===== src/rtl/uart_rx_fifo_ctrl.sv =====
// Receive FIFO between the UART receiver and the LPC register decoder: pop handshake, sticky overrun, threshold irq.
// Optional character-timeout interrupt enabled by defining UART_RX_TIMEOUT_EN.
module uart_rx_fifo_ctrl #(
   parameter int DEPTH          = 16,
   parameter int AW             = $clog2(DEPTH),
   parameter int TRIG_LEVEL     = 8,
   parameter int TIMEOUT_CYCLES = 11440
) (
   input  logic          clk,
   input  logic          rst_n,
   input  logic [7:0]    rx_data,
   input  logic          rx_valid,
   input  logic          rd_en,
   input  logic          flush,
   input  logic          lsr_rd,
   output logic [7:0]    rd_data,
   output logic          data_ready,
   output logic [AW:0]   level,
   output logic          overrun,
   output logic          irq
);

   localparam logic [AW:0] DEPTH_L = (AW+1)'(DEPTH);
   localparam logic [AW:0] TRIG_L  = (AW+1)'(TRIG_LEVEL);
   localparam logic [AW:0] ZERO_L  = (AW+1)'(0);
   localparam logic [AW:0] ONE_L   = (AW+1)'(1);
   localparam logic [AW-1:0] PTR_ONE_L = AW'(1);

   logic [7:0]    mem_r [DEPTH];
   logic [AW-1:0] wp_r;
   logic [AW-1:0] rp_r;
   logic [AW:0]   level_r;
   logic [7:0]    rd_data_r;
   logic          overrun_r;
   logic          push_s;
   logic          pop_s;
   logic          drop_s;
   logic          timeout_pend_s;

   // Decode accepted push/pop and dropped bytes; flush discards both.
   always_comb begin
      push_s = 1'b0;
      pop_s  = 1'b0;
      drop_s = 1'b0;
      if (flush) begin
         push_s = 1'b0;
         pop_s  = 1'b0;
         drop_s = 1'b0;
      end else begin
         pop_s = rd_en && (level_r != ZERO_L);
         if (rx_valid) begin
            if ((level_r != DEPTH_L) || pop_s) begin
               push_s = 1'b1;
            end else begin
               drop_s = 1'b1;
            end
         end else begin
            push_s = 1'b0;
            drop_s = 1'b0;
         end
      end
   end

   // Byte storage; contents are intentionally not reset.
   always_ff @(posedge clk) begin
      if (push_s) begin
         mem_r[wp_r] <= rx_data;
      end
   end

   // Pointers, occupancy and the popped-byte register.
   always_ff @(posedge clk or negedge rst_n) begin
      if (!rst_n) begin
         wp_r      <= '0;
         rp_r      <= '0;
         level_r   <= ZERO_L;
         rd_data_r <= 8'h00;
      end else if (flush) begin
         wp_r    <= '0;
         rp_r    <= '0;
         level_r <= ZERO_L;
      end else begin
         if (push_s) begin
            wp_r <= wp_r + PTR_ONE_L;
         end
         if (pop_s) begin
            rd_data_r <= mem_r[rp_r];
            rp_r      <= rp_r + PTR_ONE_L;
         end
         case ({push_s, pop_s})
            2'b10:   level_r <= level_r + ONE_L;
            2'b01:   level_r <= level_r - ONE_L;
            default: level_r <= level_r;
         endcase
      end
   end

   // Sticky overrun; a drop in the same cycle as lsr_rd keeps the flag set.
   always_ff @(posedge clk or negedge rst_n) begin
      if (!rst_n) begin
         overrun_r <= 1'b0;
      end else if (drop_s) begin
         overrun_r <= 1'b1;
      end else if (lsr_rd) begin
         overrun_r <= 1'b0;
      end
   end

`ifdef UART_RX_TIMEOUT_EN
   localparam logic [15:0] TMO_LAST_L = 16'(TIMEOUT_CYCLES - 1);

   logic [15:0] tmo_cnt_r;
   logic        timeout_pend_r;

   // Idle counter: any FIFO activity restarts it, saturating once the timeout fires.
   always_ff @(posedge clk or negedge rst_n) begin
      if (!rst_n) begin
         tmo_cnt_r      <= 16'd0;
         timeout_pend_r <= 1'b0;
      end else if (flush || push_s || pop_s) begin
         tmo_cnt_r      <= 16'd0;
         timeout_pend_r <= 1'b0;
      end else if (level_r == ZERO_L) begin
         tmo_cnt_r <= 16'd0;
      end else if (tmo_cnt_r == TMO_LAST_L) begin
         timeout_pend_r <= 1'b1;
      end else begin
         tmo_cnt_r <= tmo_cnt_r + 16'd1;
      end
   end

   assign timeout_pend_s = timeout_pend_r;
`else
   assign timeout_pend_s = 1'b0;
`endif

   assign rd_data    = rd_data_r;
   assign level      = level_r;
   assign data_ready = (level_r != ZERO_L);
   assign overrun    = overrun_r;
   assign irq        = (level_r >= TRIG_L) | timeout_pend_s;

endmodule


===== config.mk =====
export PLATFORM = sky130hd
export DESIGN_NAME = uart_rx_fifo_ctrl
export DESIGN_NICKNAME = d
export VERILOG_FILES = /design/src/rtl/uart_rx_fifo_ctrl.sv
export SDC_FILE = /design/constraint.sdc
export NUM_CORES = 1
export LEC_CHECK = 0
export BUFFER_PORTS_ARGS = -buffer_cell sky130_fd_sc_hd__clkbuf_2
export CAP_MARGIN = 20
export CORE_ASPECT_RATIO = 0.75
export CORE_MARGIN = 4
export CORE_UTILIZATION = 55
export DETAILED_ROUTE_END_ITERATION = 12
export PLACE_DENSITY = 0.8
export SLEW_MARGIN = 20
export SYNTH_ARGS = -nofsm -noshare
export SYNTH_HDL_FRONTEND = slang
export SYNTH_SLANG_ARGS = --single-unit

===== constraint.sdc =====
create_clock -name clk -period 5 [get_ports clk]
set_input_delay 0.5 -clock clk [delete_from_list [all_inputs] [get_ports clk]]
set_output_delay 0.5 -clock clk [all_outputs]
set_load 0.05 [all_outputs]

==> metrics.md, run 1 <==
| Metric | Value |
|---|---|
| RR Startpoint | level[1]$_DFFE_PN0P_ |
| Initial antenna violation count | 1 |
| CP Max Fanout | 8 |
| Sequential fraction of design power | 0.442 |
| Clk_lat worst skew | 0.41 ns |
| Post-synthesis sequential area ratio | 0.719 |
| Lkg Pwr | 2.36 nW |
| Total Power | 3.46 mW |
| DRT iter0 DRCs | 388 |
| Post-Synth Adder-Cell Area | 0.0143 |
| Maximum vdd drop | 363 uV |
| Residual DRC count | 0 |
| Compound-Gate Fraction of Synth Area | 0.0311 |
| Die Area | 0.0129 mm2 |
| Synth async-reset ratio | 0.147 |
| Critical R2R Capture | level[4]$_DFFE_PN0P_ |
| I/O pins | 30 |
| P_sw | 1.04 mW |
| Setup violators final | 0 |
| Synthesized cell area | 0.00611 mm2 |
| Outcome | completed |
| Length in cells of the worst reg-to-reg path | 9 |
| Routed wl met2 | 5.41 mm |
| Max-slew headroom | 0.276 |
| Largest family of logic cells by synthesized area | multiplexers |
| Type of origin of the critical path | flop |
| Avg WL per Cell | 22.6 um |
| Antenna viol nets, final | 0 |
| Critical path required time | 5.35 ns |
| Number of placement rows | 33 |
| Mux share of post-synthesis cell area | 0.151 |
| Max_cap viols | 0 |
| Final Cell Area | 0.00693 mm2 |
| CTS sink count | 150 |
| RSZ-0062 raised after global routing | no |
| Grt total ovfl | 0 |
| Final Net Count | 388 |
| Dpl ws | 2.15 ns |
| TritonCTS clock tree | done |
| Worst setup margin | 2.37 ns |
| Vias/cell | 6.07 |
| Post_cts resized | 0 |
| Slew @ Worst Pin | 1.09 ns |
| Synthesized instance count | 337 |
| Root Driver | clkbuf_16 |
| Vias in the first global route | 3141 |
| EDFF count, synth | 128 |
| Hold_buf cts | 0 |
| Comb pwr share | 0.217 |
| Initial core utilization | 0.561 |
| Placer Congestion | 0.780 |
| Via Count | 3151 |
| Met1 wire length | 5.17 mm |
| Final Skew | 0.00662 ns |
| Largest net degree at the start of global routing | 36 |
| HP Class | in -> async |
| Dpl hpwl | 7.42 mm |
| Clk pwr share | 0.341 |
| Top_reg_cell synth | edfxtp_1 |
| Setup TNS | 0 ns |
| Die span in y | 99.3 um |
| Int Pwr | 2.42 mW |
| DR pass1 iterations | 7 |
| Syn nets | 358 |
| Layout cells sized above 1 | 0.269 |
| Sw Share | 0.300 |
| Met3 routed WL | 986 um |
| PortBufs | 29 |
| Kind of critical path | reg -> reg |
| Cts bufs inserted | 17 |
| Core footprint | 0.0109 mm2 |
| Area of placed instances | 0.00636 mm2 |
| Max Used Layer | met5 |
| Slew Limit Fails | 0 |
| Maximum root-to-sink buffer count | 2 |
| Wire length of the first global-routing pass | 18.1 mm |
| WL final | 11.7 mm |
| Overall routing resource usage | 0.196 |
| Post-Synth Simple-Gate Area | 0.0557 |
| Synth warn | 0 |
| Period minus WS final | 2.63 ns |
| ANT cells | 0 |
| Syn avg cell area | 18.1 um2 |
| Critical path endpoint category | flop |
| Synthesis-to-finish area growth | 13.3% |
| Power Dens Cells | 500 mW/mm2 |
| Synth unique cells | 39 |
| H-tree depth | 4 |
| Final period util | 0.525 |
| CTS clk-pin slew, worst paths | 0.06 ns |
| FF+latch count, synth | 150 |
| Worst Path Arrival | 2.98 ns |
| Final Hold Vio Count | 0 |
| Peak Freq | 381 MHz |
| Reg-to-reg slack, setup | 2.37 ns |
| XOR/XNOR share of the synthesized area | 0.0115 |
| Die W | 130 um |
| Post-CTS Setup Bufs | 0 |
-- state kept, by name (all words and copies together) (netlist names) --
register / cells
level: 5
overrun: 1
mem_r: 128
rp_r: 4
wp_r: 4
rd_data: 8
-- cells in the final DEF (no fill, tap or decap), drive strengths merged, types with 3 or more instances in the layout --
master	instances
mux2i	19
nand3	5
edfxtp	128
nor3	4
or2	3
xor2	3
dfrtp	22
nor2	23
mux4	32
nand2b	4
inv	6
o21ai	5
xnor2	5
ha	7
clkinv	6
clkbuf	50
nand2	19
nor3b	3
a21oi	4
o221ai	8
-- through the flow --
stage	utilization	hold slack (ns)	std cells
2_1_floorplan	-	0.204	337
3_3_place_gp	0.583	0.471	488
3_5_place_dp	0.584	0.476	488
4_1_cts	0.634	0.0886	519
5_1_grt	0.635	0.108	519
6_report	0.635	0.0755	519
-- layout make-up --
cell class,instances,area [um2]
multi-input cells,162,1630
flip-flops and latches,150,4400
repair buffers,30,153
clock buffers,21,440
clock inverters,10,108
fillers,761,3980
inverters,6,22.5
well taps,140,175
-- logic make-up (layout without fill, tap and decap cells) --
| family | count (synthesis) | after routing |
|---|---|---|
| AOI/OAI and AO/OA | 24 | 24 |
| DFF | 150 | 150 |
| and+or+nand+nor | 71 | 71 |
| buffers and inverters | 25 | 67 |
| muxes | 52 | 52 |
| adders and majority gates | 7 | 7 |
| xor gates and xnor gates | 8 | 8 |
-- power by group through the flow --
stage | sequential, mW | combinational (mW) | clock, mW
3_5_place_dp | 1.55 | 0.756 | 0
2_1_floorplan | 1.65 | 0.467 | 0
6_report | 1.53 | 0.753 | 1.18
3_3_place_gp | 1.55 | 0.745 | 0
5_1_grt | 1.54 | 0.813 | 1.26
4_1_cts | 1.53 | 0.760 | 1.19
-- worst max-delay path by stage --
| stage | from | cells after the start | end | slack [ns] |
|---|---|---|---|---|
| after floorplan | level[2]$_DFFE_PN0P_ | 6 | mem_r[0][0]$_DFFE_PP_ | 2.30 |
| after global placement | rd_en | 5 | mem_r[3][2]$_DFFE_PP_ | 2.24 |
| after detailed placement | flush | 10 | level[4]$_DFFE_PN0P_ | 2.15 |
| after CTS | level[2]$_DFFE_PN0P_ | 5 | mem_r[2][4]$_DFFE_PP_ | 2.24 |
| after global routing | level[1]$_DFFE_PN0P_ | 9 | level[4]$_DFFE_PN0P_ | 2.10 |
| final | level[1]$_DFFE_PN0P_ | 9 | level[4]$_DFFE_PN0P_ | 2.37 |
-- critical path, stage by stage (launching register included) --
cell and delay, ns:
dfrtp_1 0.47, or4_4 0.61, o21ai_4 0.22, xnor2_1 0.09, ha_1 0.23, nor4_1 0.24, nor2_1 0.08, mux2i_1 0.18
nor4b_1 0.30, a211o_1 0.14
-- cells in the mapped netlist (all sizes together), types with 5 or more instances --
library cell	instances	share of area
mux4	32	0.12
edfxtp	128	0.63
o221ai	8	0.011
o21ai	5	0.0066
nand2	19	0.012
mux2i	19	0.031
nor2	23	0.014
dfrtp	22	0.090
inv	6	0.0037
buf	11	0.0088
ha	7	0.014
nand3	5	0.0041
xnor2	5	0.0072
clkbuf	8	0.0049
-- metal layers --
layer	GRT usage	vias to the layer above
li1	-	1390
met1	0.292	1597
met2	0.278	140
met3	0.0741	22
met4	0.0511	2
met5	0	-
No activity file was read; power rests on OpenSTA's default activity.
==> run 2: changes to the inputs <==
==> constraint.sdc (replaced) <==
create_clock -name clk -period 2.6 [get_ports clk]
set_input_delay 0.26 -clock clk [delete_from_list [all_inputs] [get_ports clk]]
set_output_delay 0.26 -clock clk [all_outputs]
set_load 0.05 [all_outputs]
==> run 2 against run 1 <==
Effect of this change:
- combinational power rose by 110%
- clock power rose by 100%
- critical path depth fell by 1
- sequential power rose by 91%
- core utilization rose by 1.7 points
- total power rose by 99%
- global-route usage rose by 0.77 points
- critical path type unchanged
- largest cell class unchanged
- largest power group unchanged
- highest routed layer is now met4
==> metrics.md, run 2 (same netlist as run 1, synthesis figures left out) <==
| Metric | Value |
|---|---|
| Overall routing resource usage | 0.204 (was 0.196) |
| Layout cells sized above 1 | 0.302 (was 0.269) |
| Critical R2R Capture | level[4]$_DFFE_PN0P_ (unchanged) |
| Vias/cell | 6.03 (was 6.07) |
| Number of placement rows | 33 (unchanged) |
| Critical path's slowest cell | or4_4 (unchanged) |
| Final Cell Area | 0.00711 mm2 (was 0.00693 mm2) |
| Worst Path Arrival | 2.84 ns (was 2.98 ns) |
| DR pass1 iterations | 5 (was 7) |
| WL final | 12.1 mm (was 11.7 mm) |
| Slew @ Worst Pin | 0.937 ns (was 1.09 ns) |
| Most flops, register | mem_r (unchanged) |
| Wire length of the first global-routing pass | 19.0 mm (was 18.1 mm) |
| Peak Freq | 392 MHz (was 381 MHz) |
| Placer Congestion | 0.773 (was 0.780) |
| Synthesis-to-finish area growth | 16.3% (was 13.3%) |
| Area of placed instances | 0.00646 mm2 (was 0.00636 mm2) |
| Max-slew headroom | 0.373 (was 0.276) |
| Critical path's top delay family | simple AND/OR/NAND/NOR gates (unchanged) |
| I/O pins | 30 (unchanged) |
| Max stage delay on crit path | 0.59 ns (was 0.61 ns) |
| Total Power | 6.87 mW (was 3.46 mW) |
| Critical path required time | 2.89 ns (was 5.35 ns) |
| DRT iter0 DRCs | 332 (was 388) |
| Dpl ws | -0.00598 ns (was 2.15 ns) |
| Initial antenna violation count | 0 (was 1) |
| Commonest non-fill, non-tap cell in the layout | edfxtp_1 (unchanged) |
| FILL cells | 752 (was 761) |
| Hold Path Stages | 2 |
| Reg-to-reg slack, setup | 0.05 ns (was 2.37 ns) |
| Hold path endpoint | overrun$_DFFE_PN0P_ |
| Vias in the first global route | 3388 (was 3141) |
| PortBufs | 29 (unchanged) |
| Cell count after placement | 499 (was 488) |
| Length in cells of the worst reg-to-reg path | 8 (was 9) |
| Maximum root-to-sink buffer count | 2 (unchanged) |
| Crit path launch | level[1]$_DFFE_PN0P_ (unchanged) |
| Commonest non-fill, non-tap cells in the layout | 128 x edfxtp_1, 32 x mux4_2, 29 x clkbuf_2, 21 x nor2_1 (was 128 x edfxtp_1, 32 x mux4_2, 29 x clkbuf_2, 23 x nor2_1, 20 x dfrtp_1) |
| Period minus WS final | 2.55 ns (was 2.63 ns) |
| Initial core utilization | 0.561 (unchanged) |
| CP Cell Sequence | or4_4 -> o21ai_4 -> inv_1 -> ha_1 -> a31oi_1 -> mux2i_1 -> nor4b_2 -> a211o_1 (was or4_4 -> o21ai_4 -> xnor2_1 -> ha_1 -> nor4_1 -> nor2_1 -> mux2i_1 -> nor4b_1 -> a211o_1) |
| Setup violators final | 0 (unchanged) |
| Worst setup margin | 0.0504 ns (was 2.37 ns) |
| CP Max Fanout | 7 (was 8) |
| Maximum vdd drop | 444 uV (was 363 uV) |
| ANT cells | 0 (unchanged) |
| Kind of critical path | reg -> reg (unchanged) |
| Slew Limit Fails | 0 (unchanged) |
| P_sw | 2.05 mW (was 1.04 mW) |
| Cts bufs inserted | 17 (unchanged) |
| Final Hold Vio Count | 0 (unchanged) |
| Power Dens Cells | 967 mW/mm2 (was 500 mW/mm2) |
| Type of origin of the critical path | flop (unchanged) |
| Dpl hpwl | 7.58 mm (was 7.42 mm) |
| Residual DRC count | 0 (unchanged) |
| Core footprint | 0.0109 mm2 (unchanged) |
| Antenna viol nets, final | 0 (unchanged) |
| Int Pwr | 4.82 mW (was 2.42 mW) |
| Sequential fraction of design power | 0.425 (was 0.442) |
| Fin cells | 537 (was 519) |
| Avg WL per Cell | 22.6 um (about the same) |
| HP Class | in -> reg (was in -> async) |
| TritonCTS clock tree | done (unchanged) |
| Grt total ovfl | 0 (unchanged) |
| Max reg flops | 128 (unchanged) |
| Sw Share | 0.299 (was 0.300) |
| Hold path start | lsr_rd |
| Die span in y | 99.3 um (unchanged) |
| Final period util | 0.981 (was 0.525) |
| Critical path endpoint category | flop (unchanged) |
| Clk pwr share | 0.345 (was 0.341) |
| RR Startpoint | level[1]$_DFFE_PN0P_ (unchanged) |
| Via Count | 3237 (was 3151) |
| Die Area | 0.0129 mm2 (unchanged) |
| Die W | 130 um (unchanged) |
| Largest net degree at the start of global routing | 36 (unchanged) |
| Layout Utilization | 0.652 (was 0.635) |
| CTS clk-pin slew, worst paths | 0.05 ns (was 0.06 ns) |
| CP bufs+invs | 1 (was 0) |
| Comb pwr share | 0.230 (was 0.217) |
| CP Depth | 8 (was 9) |
| Max_cap viols | 0 (unchanged) |
| Final Net Count | 405 (was 388) |
| CTS sink count | 150 (unchanged) |
| H-tree depth | 4 (unchanged) |
| Root Driver | clkbuf_16 (unchanged) |
| Final Skew | 0.0161 ns (was 0.00662 ns) |
| Lkg Pwr | 2.45 nW (was 2.36 nW) |
| Outcome | completed (unchanged) |
| Clk_lat worst skew | 0.42 ns (was 0.41 ns) |
## run 2: worst register-to-register path, delay by kind of cell, from the launching register on
family | cells | cell delay (ns)
AOI/OAI and AO/OA | 3 | 0.69
adders and majority gates | 1 | 0.33
buffers and inverters | 1 | 0.07
DFF | 1 | 0.45
muxes | 1 | 0.13
and+or+nand+nor | 2 | 0.76
## run 2: worst max path at each step
stage / slack (ns) / end
floorplan: 0.02 / level[4]$_DFFE_PN0P_
global placement: 0.16 / level[4]$_DFFE_PN0P_
detailed placement: -0.006 / level[4]$_DFFE_PN0P_
CTS: 0.02 / level[4]$_DFFE_PN0P_
global route: -0.01 / level[4]$_DFFE_PN0P_
finish: 0.05 / level[4]$_DFFE_PN0P_
## run 2: routing by layer
layer,vias up,track usage,routed length [um]
met5,-,0,0
met4,0,0.0559,121
met3,13,0.0590,849
met2,125,0.308,5720
met1,1671,0.296,5420
li1,1428,-,-
## run 2: repair_timing
action	4_1_cts	5_1_grt
setup buffers	0	5
setup endpoints to repair	1	21
resized for setup	2	4
hold endpoints to repair	22	0
hold buffers	1	0
pin swaps	0	1
gates cloned	0	0
## run 2: power by group through the flow
stage | sequential (mW) | combinational [mW] | clock (mW)
finish | 2.92 | 1.58 | 2.37
global route | 2.94 | 1.68 | 2.51
CTS | 2.92 | 1.55 | 2.40
detailed placement | 2.96 | 1.53 | 0
global placement | 2.95 | 1.49 | 0
floorplan | 3.18 | 0.899 | 0
## run 2: final cells by class
cell class,count,area (um2),area share
clock buffer,18,429,0.0604
timing repair buffer,47,295,0.0416
tap,140,175,0.0247
clock inverter,14,140,0.0197
inverter,6,22.5,0.00317
sequential,150,4400,0.619
multi-input combinational,162,1650,0.232
## run 2: per-stage QoR
| step | hold slack (ns) | TNS (ns) |
|---|---|---|
| after CTS | 0.00997 | 0 |
| after detailed placement | 0.288 | -0.00598 |
| after floorplan | -0.0356 | 0 |
| after global placement | 0.272 | 0 |
| final | 0.0265 | 0 |
| after global routing | 0.0354 | -0.0122 |
==> run 3: changes to the inputs <==
==> constraint.sdc (replaced) <==
create_clock -name clk -period 2.35 [get_ports clk]
set_input_delay 0.235 -clock clk [delete_from_list [all_inputs] [get_ports clk]]
set_output_delay 0.235 -clock clk [all_outputs]
set_load 0.05 [all_outputs]
==> run 3 against run 2 <==
Effect of this change:
- non-clock buffer count up 4
- cell count rose by 0.74%
- worst setup slack lost 0.012 ns
- routed wire length rose by 3.6%
- clock skew decreased by 0.0096 ns
- sequential power is 9.9% higher
- total power is 15% higher
- maximum frequency rose by 10%
- cell area rose by 1.9%
- global-route usage grew 0.29 points
- critical path depth is 1 higher
- highest routed layer unchanged
==> metrics.md, run 3 (same netlist as run 1, synthesis figures left out) <==
| Metric | Value |
|---|---|
| Commonest non-fill, non-tap cell in the layout | edfxtp_1 (unchanged) |
| Final Skew | 0.00649 ns (was 0.0161 ns) |
| Die Area | 0.0129 mm2 (unchanged) |
| Dpl hpwl | 8.05 mm (was 7.58 mm) |
| Max-slew headroom | 0.385 (was 0.373) |
| Critical R2R Capture | level[4]$_DFFE_PN0P_ (unchanged) |
| Residual DRC count | 0 (unchanged) |
| Lkg Pwr | 2.49 nW (was 2.45 nW) |
| Peak Freq | 433 MHz (was 392 MHz) |
| Initial core utilization | 0.561 (unchanged) |
| Hold path start | flush (was lsr_rd) |
| Crit path launch | level[2]$_DFFE_PN0P_ (was level[1]$_DFFE_PN0P_) |
| Cts bufs inserted | 17 (unchanged) |
| Slew Limit Fails | 0 (unchanged) |
| Core footprint | 0.0109 mm2 (unchanged) |
| Avg WL per Cell | 23.2 um (was 22.6 um) |
| FILL cells | 709 (was 752) |
| CP bufs+invs | 1 (unchanged) |
| Area of the multi-input gates | 0.00168 mm2 (was 0.00165 mm2) |
| TritonCTS clock tree | done (unchanged) |
| I/O pins | 30 (unchanged) |
| Layout cells sized above 1 | 0.349 (was 0.302) |
| CP Depth | 9 (was 8) |
| Slew @ Worst Pin | 0.917 ns (was 0.937 ns) |
| Number of placement rows | 33 (unchanged) |
| Commonest non-fill, non-tap cells in the layout | 128 x edfxtp_1, 32 x mux4_2, 29 x clkbuf_2, 19 x nand2_1, 19 x mux2i_1 (was 128 x edfxtp_1, 32 x mux4_2, 29 x clkbuf_2, 21 x nor2_1) |
| Crit path to | level[4]$_DFFE_PN0P_ (unchanged) |
| Outcome | completed (unchanged) |
| Power Dens Cells | 1090 mW/mm2 (was 967 mW/mm2) |
| Clk_lat worst skew | 0.42 ns (about the same) |
| Seq. cell area | 0.00440 mm2 (about the same) |
| DR pass1 iterations | 5 (unchanged) |
| Type of origin of the critical path | flop (unchanged) |
| Initial antenna violation count | 0 (unchanged) |
| RR Startpoint | level[2]$_DFFE_PN0P_ (was level[1]$_DFFE_PN0P_) |
| Period minus WS final | 2.31 ns (was 2.55 ns) |
| Met2 Usage GRT | 0.310 (was 0.308) |
| Most Used Layer, Global Route | met2 (unchanged) |
| Vias in the first global route | 3234 (was 3388) |
| Max reg flops | 128 (unchanged) |
| Final Hold Vio Count | 0 (unchanged) |
| Critical path endpoint category | flop (unchanged) |
| Hold Slack | 0.144 ns (was 0.0265 ns) |
| CTS sink count | 150 (unchanged) |
| CP Max Fanout | 3 (was 7) |
| Length in cells of the worst reg-to-reg path | 9 (was 8) |
| Worst Path Arrival | 2.61 ns (was 2.84 ns) |
| CP Cell Sequence | or4_4 -> o21ai_4 -> xnor2_1 -> ha_2 -> buf_6 -> a31oi_2 -> mux2i_1 -> nor3b_1 -> a211o_1 (was or4_4 -> o21ai_4 -> inv_1 -> ha_1 -> a31oi_1 -> mux2i_1 -> nor4b_2 -> a211o_1) |
| Final Net Count | 409 (was 405) |
| Vias/cell | 6.08 (was 6.03) |
| DRT iter0 DRCs | 260 (was 332) |
| Kind of critical path | reg -> reg (unchanged) |
| H-tree depth | 4 (unchanged) |
| Max stage delay on crit path | 0.56 ns (was 0.59 ns) |
| Antenna viol nets, final | 0 (unchanged) |
| Synthesis-to-finish area growth | 18.4% (was 16.3%) |
| ANT cells | 0 (unchanged) |
| Hold Path Stages | 2 (unchanged) |
| Root Driver | clkbuf_16 (unchanged) |
| Critical path's top delay family | simple AND/OR/NAND/NOR gates (unchanged) |
| Grt total ovfl | 0 (unchanged) |
| Max_cap viols | 0 (unchanged) |
| Maximum root-to-sink buffer count | 2 (unchanged) |
| Reg-to-reg slack, setup | 0.04 ns (was 0.05 ns) |
| Via Count | 3289 (was 3237) |
| Placer Congestion | 0.764 (was 0.773) |
| PortBufs | 29 (unchanged) |
| Critical path required time | 2.65 ns (was 2.89 ns) |
| Area of placed instances | 0.00654 mm2 (was 0.00646 mm2) |
| CTS clk-pin slew, worst paths | 0.06 ns (was 0.05 ns) |
| WL final | 12.6 mm (was 12.1 mm) |
| Die span in y | 99.3 um (unchanged) |
| RSZ-0062 raised after global routing | yes |
| Die W | 130 um (unchanged) |
| Most flops, register | mem_r (unchanged) |
| Wire length of the first global-routing pass | 19.1 mm (was 19.0 mm) |
| Overall routing resource usage | 0.207 (was 0.204) |
| Final Cell Area | 0.00724 mm2 (was 0.00711 mm2) |
| Grt met3 use | 0.0590 (unchanged) |
| Maximum vdd drop | 884 uV (was 444 uV) |
| Setup violators final | 0 (unchanged) |
| Setup TNS | 0 ns (unchanged) |
| Layout Utilization | 0.664 (was 0.652) |
| HP Class | in -> reg (unchanged) |
| Critical path's slowest cell | or4_4 (unchanged) |
| Largest net degree at the start of global routing | 35 (was 36) |
| Final period util | 0.984 (was 0.981) |
| GR met1 Demand/Resource | 0.300 (was 0.296) |
-- run 3: cell types whose count changed in the layout (fill, tap and decap cells not counted), moves of 2 or more --
cell,before,now
dfrtp_1,19,17
inv_6,0,5
clkinv_4,0,3
nor2_1,21,18
nor2_2,2,5
dfrtp_2,3,5
clkinv_1,8,0
-- run 3: worst min-delay path by stage --
stage | end
detailed placement | level[4]$_DFFE_PN0P_
floorplan | level[0]$_DFFE_PN0P_
finish | rp_r[2]$_DFFE_PN0P_
CTS | rp_r[2]$_DFFE_PN0P_
global placement | level[4]$_DFFE_PN0P_
global route | rp_r[1]$_DFFE_PN0P_
-- run 3: stage by stage --
step                power [mW]  cells  setup slack, ns
floorplan                 4.54    337           -0.143
global placement          5.02    505           0.0171
detailed placement        5.08    505          -0.0507
CTS                       7.92    541           0.0116
global route              8.21    541          -0.0973
finish                    7.90    541           0.0382
-- run 3: routing by layer --
| layer | routed length (um) | up-vias |
|---|---|---|
| li1 | - | 1446 |
| met1 | 5440 | 1661 |
| met2 | 5980 | 159 |
| met3 | 937 | 23 |
| met4 | 195 | 0 |
| met5 | 0 | - |
-- run 3: report_power, final --
group / total (mW) / internal (mW) / switching (mW)
clock network: 2.81 / 1.70 / 1.11
registers: 3.21 / 3.04 / 0.173
logic: 1.88 / 0.742 / 1.14
-- run 3: final cells by class --
cell class,instances,share of cell area
Multi-Input combinational cell,162,0.232
Inverter,6,0.00311
Tap cell,140,0.0242
Clock inverter,15,0.0268
Timing Repair Buffer,51,0.0475
Sequential cell,150,0.608
Clock buffer,17,0.0588
-- run 3: repair_timing --
action	CTS	global route
hold endpoints to repair	23	0
setup endpoints to repair	1	33
gates resized for setup	2	8
hold buffers	2	0
buffers inserted	2	0
pin swaps	3	0
